<file path="config.mk">
export PLATFORM = sky130hd
export DESIGN_NAME = bin_to_deci_decoder_buf
export DESIGN_NICKNAME = d
export VERILOG_FILES = /design/src/rtl/bin_to_deci_pkg.sv /design/src/rtl/bcd_onehot_lut.sv /design/src/rtl/bin_to_deci_decoder_buf.sv
export SDC_FILE = /design/constraint.sdc
export NUM_CORES = 1
export LEC_CHECK = 0
export CORE_ASPECT_RATIO = 0.5
export CORE_UTILIZATION = 31
export CTS_CLUSTER_DIAMETER = 50
export DETAILED_ROUTE_END_ITERATION = 7
export DONT_BUFFER_PORTS = 1
export PLACE_DENSITY_LB_ADDON = 0.05
export SYNTH_ARGS = -nofsm -noshare
export SYNTH_HDL_FRONTEND = slang
export SYNTH_SLANG_ARGS = --single-unit
</file>
<file path="constraint.sdc">
create_clock -name clk -period 2.5 [get_ports clk]
set_input_delay 0.125 -clock clk [delete_from_list [all_inputs] [get_ports clk]]
set_output_delay 0.125 -clock clk [all_outputs]
set_load 0.05 [all_outputs]
</file>
<file path="src/rtl/bin_to_deci_pkg.sv">
// Shared types and constants for the buffered BCD-to-one-hot decoder.
// Used by bcd_onehot_lut and bin_to_deci_decoder_buf.
package bin_to_deci_pkg;

  localparam int CODE_W    = 4;
  localparam int ONEHOT_W  = 10;
  localparam int MAX_DIGIT = 9;
  localparam int ENTRY_W   = ONEHOT_W + 1;

  typedef struct packed {
    logic                err;
    logic [ONEHOT_W-1:0] onehot;
  } entry_t;

  function automatic logic code_is_valid(
    input logic [CODE_W-1:0] code
  );
    return code <= CODE_W'(MAX_DIGIT);
  endfunction

endpackage

</file>
<file path="src/rtl/bcd_onehot_lut.sv">
// Combinational 4-bit code to {err, one-hot decimal} lookup.
// Invalid codes map to an all-zero vector with err set.
module bcd_onehot_lut
  import bin_to_deci_pkg::*;
(
  input  logic [CODE_W-1:0] in_code,
  output entry_t            entry
);

  always_comb begin
    entry = '0;
    unique case (1'b1)
      code_is_valid(in_code): begin
        entry.err    = 1'b0;
        entry.onehot = ONEHOT_W'(1) << in_code;
      end
      default: begin
        entry.err    = 1'b1;
        entry.onehot = '0;
      end
    endcase
  end

endmodule

</file>
<file path="src/rtl/bin_to_deci_decoder_buf.sv">
// Buffered BCD-to-one-hot decoder with valid/ready FIFO.
// Define BIN_TO_DECI_ERR_CNT_EN to enable the invalid-code counter.
module bin_to_deci_decoder_buf
  import bin_to_deci_pkg::*;
#(
  parameter int DEPTH = 4,
  parameter int ERR_W = 8
) (
  input  logic                clk,
  input  logic                rst,
  input  logic                in_valid,
  output logic                in_ready,
  input  logic [CODE_W-1:0]   in_code,
  output logic                out_valid,
  input  logic                out_ready,
  output logic [ONEHOT_W-1:0] out_D,
  output logic                out_err,
  output logic [ERR_W-1:0]    err_cnt
);

  localparam int PTR_W = $clog2(DEPTH);
  localparam logic [PTR_W:0] FULL_CNT = (PTR_W+1)'(DEPTH);

  entry_t            mem [DEPTH];
  entry_t            lut_out;
  entry_t            head;
  logic [PTR_W-1:0]  wr_ptr;
  logic [PTR_W-1:0]  rd_ptr;
  logic [PTR_W:0]    count;
  logic              push;
  logic              pop;

  bcd_onehot_lut u_lut (
    .in_code (in_code),
    .entry   (lut_out)
  );

  assign in_ready  = !rst && (count != FULL_CNT);
  assign out_valid = (count != '0);
  assign push      = in_valid && in_ready;
  assign pop       = out_valid && out_ready;
  assign head      = mem[rd_ptr];
  assign out_D     = out_valid ? head.onehot : '0;
  assign out_err   = out_valid ? head.err : 1'b0;

  always_ff @(posedge clk) begin
    if (push) begin
      mem[wr_ptr] <= lut_out;
    end
  end

  always_ff @(posedge clk) begin
    if (rst) begin
      wr_ptr <= '0;
      rd_ptr <= '0;
      count  <= '0;
    end else begin
      if (push) wr_ptr <= wr_ptr + 1'b1;
      if (pop)  rd_ptr <= rd_ptr + 1'b1;
      unique case ({push, pop})
        2'b10:   count <= count + 1'b1;
        2'b01:   count <= count - 1'b1;
        default: count <= count;
      endcase
    end
  end

`ifdef BIN_TO_DECI_ERR_CNT_EN
  logic [ERR_W-1:0] err_q;

  always_ff @(posedge clk) begin
    if (rst) begin
      err_q <= '0;
    end else if (push && lut_out.err && (err_q != '1)) begin
      err_q <= err_q + 1'b1;
    end
  end

  assign err_cnt = err_q;
`else
  assign err_cnt = '0;
`endif

endmodule

</file>
Word level (Yosys, flattened, before mapping)
Memory sizes are Yosys's and may differ from the RTL's. A register that Yosys moved wholly into a read port is not among the register bits.
Index checks and enable logic that the tools add are counted.
Storage, ports and cells
  bits in registers: 7
  memory bits (writable): 44
  logic and storage cells: 27
  memories kept: 1
Operators by class
  $add $sub $neg: 4
  magnitude comparators: 1
  equality and inequality tests: 3
  shift-type cells: 1
  multiplexer cells: 8
  reduce and logical (&&, ||, !) cells: 6
Memory list
  mem: depth 4, bits a word 11, read ports 1, clocked after memory_dff 1, wr ports 1, RTL line bin_to_deci_decoder_buf.sv:24  | entry_t mem [DEPTH];
Operators with widths (number)
  $mux W11: 1
  $mux W10: 1
  $shl A1 B4 Y10 const A: 1
  $pmux W3 S2: 1
  $add A2 B1 Y2 const B: 2
  $le A4 B4 Y1 const B: 1
  $mux W2: 2
  $add A3 B1 Y3 const B: 1
  $logic_and A1 B1 Y1: 3
  $mux W1: 3
  $ne A3 B3 Y1 const B: 1
  $reduce_bool A3 Y1: 1
  $sub A3 B1 Y3 const B: 1
  $eq A2 B1 Y1 const B: 1
  $eq A2 B2 Y1 const B: 1
  $reduce_bool A2 Y1: 1
  $logic_not A1 Y1: 1

Depth between registers and ports, before layout
Gate-level depths: netlist (run 1).
  word-level depth: 5
  mapped depth: 9

Cells and area by module
Synthesis (run 1) repeated with hierarchy kept, for this count alone.
Second synthesis, totals
  cells, all modules: 146
  area total of the unflattened synthesis: 2398.6 um^2
By module, submodules not included
  bin_to_deci_decoder_buf: instances 1, cells each 131, area an instance 2227.1 um^2, seq. area each 1501.4 um^2
  bcd_onehot_lut: instances 1, cells each 15, area an instance 171.4 um^2, seq. area each 0.0 um^2

Worst setup path after synthesis (run 1)
OpenSTA, ideal clock, no wires.
  path kind: register to register
  from: reg count[2]
  to: reg count[2]
  library setup time: 0.072 ns
  arrival: 1.926 ns
  data required time: 2.428 ns
  slack: 0.502 ns
  stages on the path, launching flop included: 10
  path buffers: 0
  period minus slack after synthesis: 1.998 ns
  cells stage by stage: dfxtp_1 nor3b_2 nor3b_4 inv_1 ha_1 inv_1 fa_1 xor2_1 or3_1 a21oi_1
On the way
  word-level cells in the longest chain between the ends: 5
  elaborated cells on any way between the ends: 11
  those cells by class: add/sub: 2; eq/ne: 3; mux: 1; reduce/logical: 5
Ends and longest elaborated chain
  start: declaration: RTL line bin_to_deci_decoder_buf.sv:29  | logic [PTR_W:0] count;
  start signal: assignment: RTL line bin_to_deci_decoder_buf.sv:61  | 2'b10: count <= count + 1'b1;
  start signal: assignment: RTL line bin_to_deci_decoder_buf.sv:62  | 2'b01: count <= count - 1'b1;
  start signal: assignment: RTL line bin_to_deci_decoder_buf.sv:63  | default: count <= count;
  $ne A3 B3 Y1: RTL line bin_to_deci_decoder_buf.sv:38  | assign in_ready = !rst && (count != FULL_CNT);
  $logic_and A1 B1 Y1: RTL line bin_to_deci_decoder_buf.sv:38
  $logic_and A1 B1 Y1: RTL line bin_to_deci_decoder_buf.sv:40  | assign push = in_valid && in_ready;
  $eq A2 B1 Y1 / $eq A2 B2 Y1 (equally long branches): RTL line bin_to_deci_decoder_buf.sv:60  | unique case ({push, pop})
  $pmux W3 S2 / $reduce_bool A2 Y1 (equally long branches)
Parallel ways exist; a longest one is shown, timed or not.
A chain may end at the register's enable or synchronous reset.

Worst setup path after layout (run 1)
Same ends and word-level chain as after synthesis.

==> results of run 1 <==
placed cells by master (no fill, tap or decap), types with 2 or more instances in the layout:
cell and count:
a21oi_1 3, and2_2 4, buf_4 13, clkbuf_16 5
conb_1 8, dfxtp_1 9, edfxtp_1 44, ha_1 5
inv_1 8, mux4_2 10, nand2_1 2, nand2b_1 5
nor2_1 11, nor2b_1 11, nor3_1 5, o21ai_0 2
or3_1 2, xor2_1 3
metrics by stage:
stage / util [%] / setup WS, ps / cell area (um2) / hold slack [ps]
2_1_floorplan: - / 502 / 2340 / 342
3_3_place_gp: 35.5 / 421 / 2460 / 197
3_5_place_dp: 35.5 / 348 / 2460 / 199
4_1_cts: 38.1 / 322 / 2640 / 9.19
5_1_grt: 38.1 / 233 / 2640 / 8.01
6_report: 38.1 / 352 / 2640 / 14.7
worst paths after layout:
path / end / slack, ps / cells past startpoint
max: count[2]$_SDFFE_PP0P_ / 350 / 9
max reg2reg: count[2]$_SDFFE_PP0P_ / 350 / 9
min: wr_ptr[0]$_SDFFE_PP0P_ / 10 / 2
min reg2reg: rd_ptr[1]$_SDFFE_PP0P_ / 510 / 2
worst max-delay path, cell delays in order, from the launching register on:
cell,delay [ps]
dfxtp_1,400
nor3b_2,310
nor3b_4,110
inv_1,70
ha_1,170
inv_1,60
fa_1,370
xor2_1,150
or3_1,300
a21oi_1,130
power by group through the flow:
stage | clock network, mW | registers (mW) | logic [mW]
2_1_floorplan | 0 | 1.10 | 0.848
3_3_place_gp | 0 | 1.11 | 1.08
3_5_place_dp | 0 | 1.12 | 1.08
4_1_cts | 0.792 | 1.10 | 1.08
5_1_grt | 0.829 | 1.10 | 1.15
6_report | 0.769 | 1.09 | 1.06
kinds of logic after synthesis:
family / synth area share (%)
DFF: 65.0
buffers and inverters: 4.98
adders and majority gates: 3.58
xor gates and xnor gates: 1.14
muxes: 12.0
AOI/OAI and AO/OA: 1.73
other: 0.162
and+or+nand+nor: 11.4
sequential cells by signal (all words and copies together) (netlist names), named ones only:
| name | cells |
|---|---|
| count | 3 |
| mem | 44 |
| wr_ptr | 2 |
| rd_ptr | 2 |
synth_stat cells, drive strengths merged:
cell / count / area share (%)
mux2i: 1 / 0.43
xor2: 3 / 1.1
nand2: 2 / 0.33
nor4: 1 / 0.27
and2: 4 / 1.3
conb: 1 / 0.16
o21a: 1 / 0.33
or3: 2 / 0.54
edfxtp: 44 / 57
clkbuf: 1 / 0.16
nor3: 6 / 1.5
nor2: 11 / 1.8
fa: 1 / 0.87
mux2: 1 / 0.65
dfxtp: 9 / 7.8
inv: 8 / 1.3
ha: 5 / 2.7
o21ai: 2 / 0.43
o31ai: 1 / 0.33
buf: 11 / 3.5
mux4: 11 / 11
a21oi: 3 / 0.65
nor3b: 2 / 1.4
nor2b: 11 / 3.0
nand2b: 5 / 1.4
timing repair:
action,CTS,global route
endpoints found under the setup margin,0,0
endpoints found under the hold margin,7,0
hold buffers,1,0
layer usage:
| layer | share of wire (%) | track usage [%] | wire, um | up-vias |
|---|---|---|---|---|
| met2 | 48 | 18.2 | 1860 | 24 |
| met4 | 0.64 | 2.68 | 25 | 0 |
| met3 | 4.6 | 4.56 | 181 | 5 |
| met1 | 47 | 14.1 | 1840 | 587 |
| met5 | 0 | 0 | 0 | - |
| li1 | - | - | - | 556 |
layout make-up:
cell class	count	area [um2]	share of cell area, %
multi-input combinational	81	719	27.2
clock inverter	2	38.8	1.47
timing repair buffer	14	108	4.07
clock buffer	6	129	4.88
inverter	8	30.0	1.14
sequential	53	1500	56.8
tap	92	115	4.36
==> flow_metrics.env, run 1 <==
export IMPL_grt_setup_unrepaired="no"
export IMPL_clk_transition_reported_paths_ps=60
export IMPL_syn_mean_instance_area_um2=15.7
export IMPL_cts_repair_resize_count=0
export IMPL_clk_latency_ps=290
export IMPL_post_drt_via_cell_ratio=4.58
export IMPL_p_int_mw=1.88
export IMPL_max_cap_violations=0
export IMPL_dpl_cell_count=247
export IMPL_via_count_of_the_first_global_routing_pass=1179
export IMPL_synthCells=147
export IMPL_path_max_fanout=7
export IMPL_switching_power_mw=1.04
export IMPL_n_antenna_cell=0
export IMPL_finalHoldViolCount=0
export IMPL_finalWeightedCongestion=0.696
export IMPL_synthesized_flop_and_latch_total=53
export IMPL_share_seq_of_total_power_pct=37.4
export IMPL_tightestPinTransition_ps=874
export IMPL_crit_path_start_kind="flop"
export IMPL_buffer_ports_inserted=0
export IMPL_final_cells=256
export IMPL_crit_path_end_kind="flop"
export IMPL_clock_skew_final_ps=4.94
export IMPL_totalNegativeSetupSlack_ps=0
export IMPL_final_layout_size_suffix_gt1_share_pct=23.2
export IMPL_min_from="rst"
export IMPL_worst_slew_margin_rel_pct=41.5
export IMPL_die_height_um=63.0
export IMPL_timing_critical_path_required_ps=2720
export IMPL_n_fill_cell=658
export IMPL_via_count=1172
export IMPL_seq_area_frac_synth_pct=65.0
export IMPL_cp_startpoint="count[2]$_SDFFE_PP0P_"
export IMPL_synthesis_area_um2=2310
export IMPL_first_pass_grt_wire_length_um=6240
export IMPL_ioPinCount=29
export IMPL_power_share_clock_pct=26.3
export IMPL_worst_setup_path_type="reg -> reg"
export IMPL_drt_pre_antenna_iters=4
export IMPL_postRouteWirelength_um=3910
export IMPL_hp_class="in -> reg"
export IMPL_combinationalPowerShare_pct=36.3
export IMPL_cts_made_buffers=5
export IMPL_core_um2=6940
export IMPL_die_x_um=124
export IMPL_sw_frac_of_total_pct=35.7
export IMPL_floorplan_die_area_um2=7820
export IMPL_clk_path_buf_depth=2
export IMPL_total_leakage_power_nw=0.914
export IMPL_fmax_mhz=466
export IMPL_cp_data_arrival_time_ps=2370
export IMPL_drtIter0Drc=44
export IMPL_postRouteAntennaNets=0
export IMPL_grt_overflow_total=0
export IMPL_postCtsSetupRepairBufs=0
export IMPL_final_nets=177
export IMPL_clock_tree_htree_level_count=2
export IMPL_pin_count_of_the_biggest_net_entering_global_routing=17
export IMPL_cts_root_buffer="clkbuf_16"
export IMPL_cellPowerDensity_nw_per_um2=1110
export IMPL_area_delta_synth_final_pct=14.4
export IMPL_timing_final_crit_share_pct=85.9
export IMPL_globalRouteTotalUtil_pct=11.3
export IMPL_num_rows=21
export IMPL_final_min_clock_period_ps=2150
export IMPL_wl_per_cell_um=15.3
export IMPL_initial_utilization_pct=33.3
export IMPL_worst_ir_drop_vdd_mv=0.504
export IMPL_cts_sink_count=53
export IMPL_r2r_start="count[2]$_SDFFE_PP0P_"
export IMPL_outcome="complete, no violations"
export IMPL_timing_final_setup_violations=0
export IMPL_pins_over_slew_limit=0
export IMPL_clock_tree_from_tritoncts="done"
export IMPL_yosysUniqueCellTypes=30
export IMPL_detailed_place_hpwl_um=2580
export IMPL_drt_drc_violations_left=0
export IMPL_number_of_antenna_violations_at_the_first_check_in_global_routing=0
export IMPL_ys_warn_count=0
export IMPL_p_total_mw=2.93
(Power assumes the default switching activity.)
==> run 2, diff against run 1 <==
- PLACE_DENSITY: not set -> 0.56
- PLACE_DENSITY_LB_ADDON: 0.05 -> not set
==> flow_metrics.env, run 2 (synthesis gave the netlist of run 1 again) <==
export IMPL_cts_root_buffer="clkbuf_16"
export IMPL_pins_over_slew_limit=0
export IMPL_total_leakage_power_nw=0.901
export IMPL_totalNegativeSetupSlack_ps=0
export IMPL_hp_class="in -> reg"
export IMPL_worst_flop_to_flop_path_endpoint="count[2]$_SDFFE_PP0P_"
export IMPL_rr_worst_depth=9
export IMPL_drt_pre_antenna_iters=4
export IMPL_wl_per_cell_um=14.6
export IMPL_clk_transition_reported_paths_ps=60
export IMPL_detailed_place_hpwl_um=2480
export IMPL_min_from="rst"
export IMPL_globalRouteTotalUtil_pct=10.7
export IMPL_grt_overflow_total=0
export IMPL_worst_slew_margin_rel_pct=56.1
export IMPL_fmax_mhz=472
export IMPL_cts_sink_count=53
export IMPL_layout_top_registers="mem (44), count (3)"
export IMPL_pin_count_of_the_biggest_net_entering_global_routing=16
export IMPL_rrSetupSlack_ps=380
export IMPL_final_design_area_no_fill_um2=2620
export IMPL_die_x_um=124
export IMPL_worst_setup_path_type="reg -> reg"
export IMPL_cts_made_buffers=5
export IMPL_postRouteWirelength_um=3750
export IMPL_num_rows=21
export IMPL_final_layout_size_suffix_gt1_share_pct=23.2
export IMPL_crit_path_end_kind="flop"
export IMPL_post_drt_via_cell_ratio=4.49
export IMPL_cp_startpoint="count[2]$_SDFFE_PP0P_"
export IMPL_core_um2=6940
export IMPL_max_flop_register="mem"
export IMPL_drt_drc_violations_left=0
export IMPL_total_placed_instance_area_um2=2470
export IMPL_clock_tree_from_tritoncts="done"
export IMPL_area_delta_synth_final_pct=13.3
export IMPL_final_nets=178
export IMPL_ioPinCount=29
export IMPL_final_min_clock_period_ps=2120
export IMPL_tightestPinTransition_ps=652
export IMPL_finalWeightedCongestion=0.682
export IMPL_p_total_mw=2.80
export IMPL_timing_critical_path_required_ps=2710
export IMPL_initial_utilization_pct=33.3
export IMPL_cp_data_arrival_time_ps=2330
export IMPL_path_max_fanout=7
export IMPL_worst_ir_drop_vdd_mv=0.350
export IMPL_n_antenna_cell=0
export IMPL_cellPowerDensity_nw_per_um2=1070
export IMPL_timing_final_setup_violations=0
export IMPL_layout_common_cells="edfxtp_1, buf_4, nor2_1, nor2b_1, mux4_2"
export IMPL_r2r_start="count[2]$_SDFFE_PP0P_"
export IMPL_postLayoutCoreUtil_pct=37.7
export IMPL_drtIter0Drc=28
export IMPL_cts_repair_resize_count=0
export IMPL_via_count=1150
export IMPL_postRouteAntennaNets=0
export IMPL_max_cap_violations=0
export IMPL_buffer_ports_inserted=0
export IMPL_number_of_antenna_violations_at_the_first_check_in_global_routing=0
export IMPL_min_delay_worst_endpoint="wr_ptr[0]$_SDFFE_PP0P_"
export IMPL_timing_final_crit_share_pct=84.7
export IMPL_final_cells=256
export IMPL_finalHoldViolCount=0
export IMPL_largest_register_ffs=44
export IMPL_layout_cells_most_common="edfxtp_1"
export IMPL_floorplan_die_area_um2=7820
export IMPL_grt_setup_unrepaired="no"
export IMPL_via_count_of_the_first_global_routing_pass=1162
export IMPL_crit_path_start_kind="flop"
export IMPL_clock_skew_final_ps=5.78
export IMPL_clock_tree_htree_level_count=2
export IMPL_outcome="complete, no violations"
export IMPL_hold_path_depth=2
export IMPL_die_height_um=63.0
export IMPL_first_pass_grt_wire_length_um=6040
export IMPL_clk_path_buf_depth=2
export IMPL_clk_latency_ps=280
export IMPL_dpl_cell_count=248
run 2: cell count changes in the layout (fill, tap and decap cells not counted), sizes merged:
cell	previous run	this run
buf	13	14
clkbuf	6	5
clkinvlp	0	1
bufinv	1	0
run 2: power by group:
group / total (mW) / switching (mW) / leakage (nW) / internal [mW]
clock: 0.642 / 0.281 / 0.0633 / 0.362
sequential: 1.09 / 0.0553 / 0.483 / 1.04
combinational: 1.06 / 0.690 / 0.355 / 0.374
total: 2.80 / 1.03 / 0.901 / 1.77
run 2: metal layers:
| layer | vias up | wire length, um | track usage (%) |
|---|---|---|---|
| met5 | - | 0 | 0 |
| met4 | 0 | 60 | 4.91 |
| met3 | 5 | 197 | 3.38 |
| met2 | 28 | 1650 | 16.4 |
| met1 | 561 | 1840 | 13.8 |
| li1 | 556 | - | - |
run 2: repair_timing:
item / CTS / global route
hold buffers: 1 / 0
buffers inserted: 0 / 0
hold endpoints to repair: 7 / 0
endpoints found under the setup margin: 0 / 0
run 2: critical path, stage by stage (launching register included):
cell and delay (ps):
dfxtp_1 390, nor3b_2 290, nor3b_4 110, inv_1 70, ha_1 170, inv_1 60, fa_1 370, xor2_1 160
or3_1 300, a21oi_1 140
run 2: metrics by stage:
| stage | worst slack (ps) | hold slack (ps) |
|---|---|---|
| final | 382 | 24.9 |
| after global routing | 199 | 57.0 |
| after CTS | 361 | 26.7 |
| after detailed placement | 374 | 201 |
| after global placement | 449 | 198 |
| after floorplan | 502 | 342 |
run 2: final cells by class:
| type | instances | area [um2] |
|---|---|---|
| clock buffers | 5 | 125 |
| clock inverters | 2 | 11.3 |
| fillers | 669 | 4320 |
| inverters | 8 | 30.0 |
| multi-input cells | 81 | 719 |
| flip-flops and latches | 53 | 1500 |
| well taps | 92 | 115 |
| repair buffers | 15 | 115 |
run 2: worst max-delay path by stage:
stage | end | slack, ps | cells past startpoint
floorplan | count[2]$_SDFFE_PP0P_ | 500 | 9
global placement | count[2]$_SDFFE_PP0P_ | 450 | 9
detailed placement | count[2]$_SDFFE_PP0P_ | 370 | 9
CTS | count[2]$_SDFFE_PP0P_ | 360 | 9
global route | count[2]$_SDFFE_PP0P_ | 200 | 9
finish | count[2]$_SDFFE_PP0P_ | 380 | 9
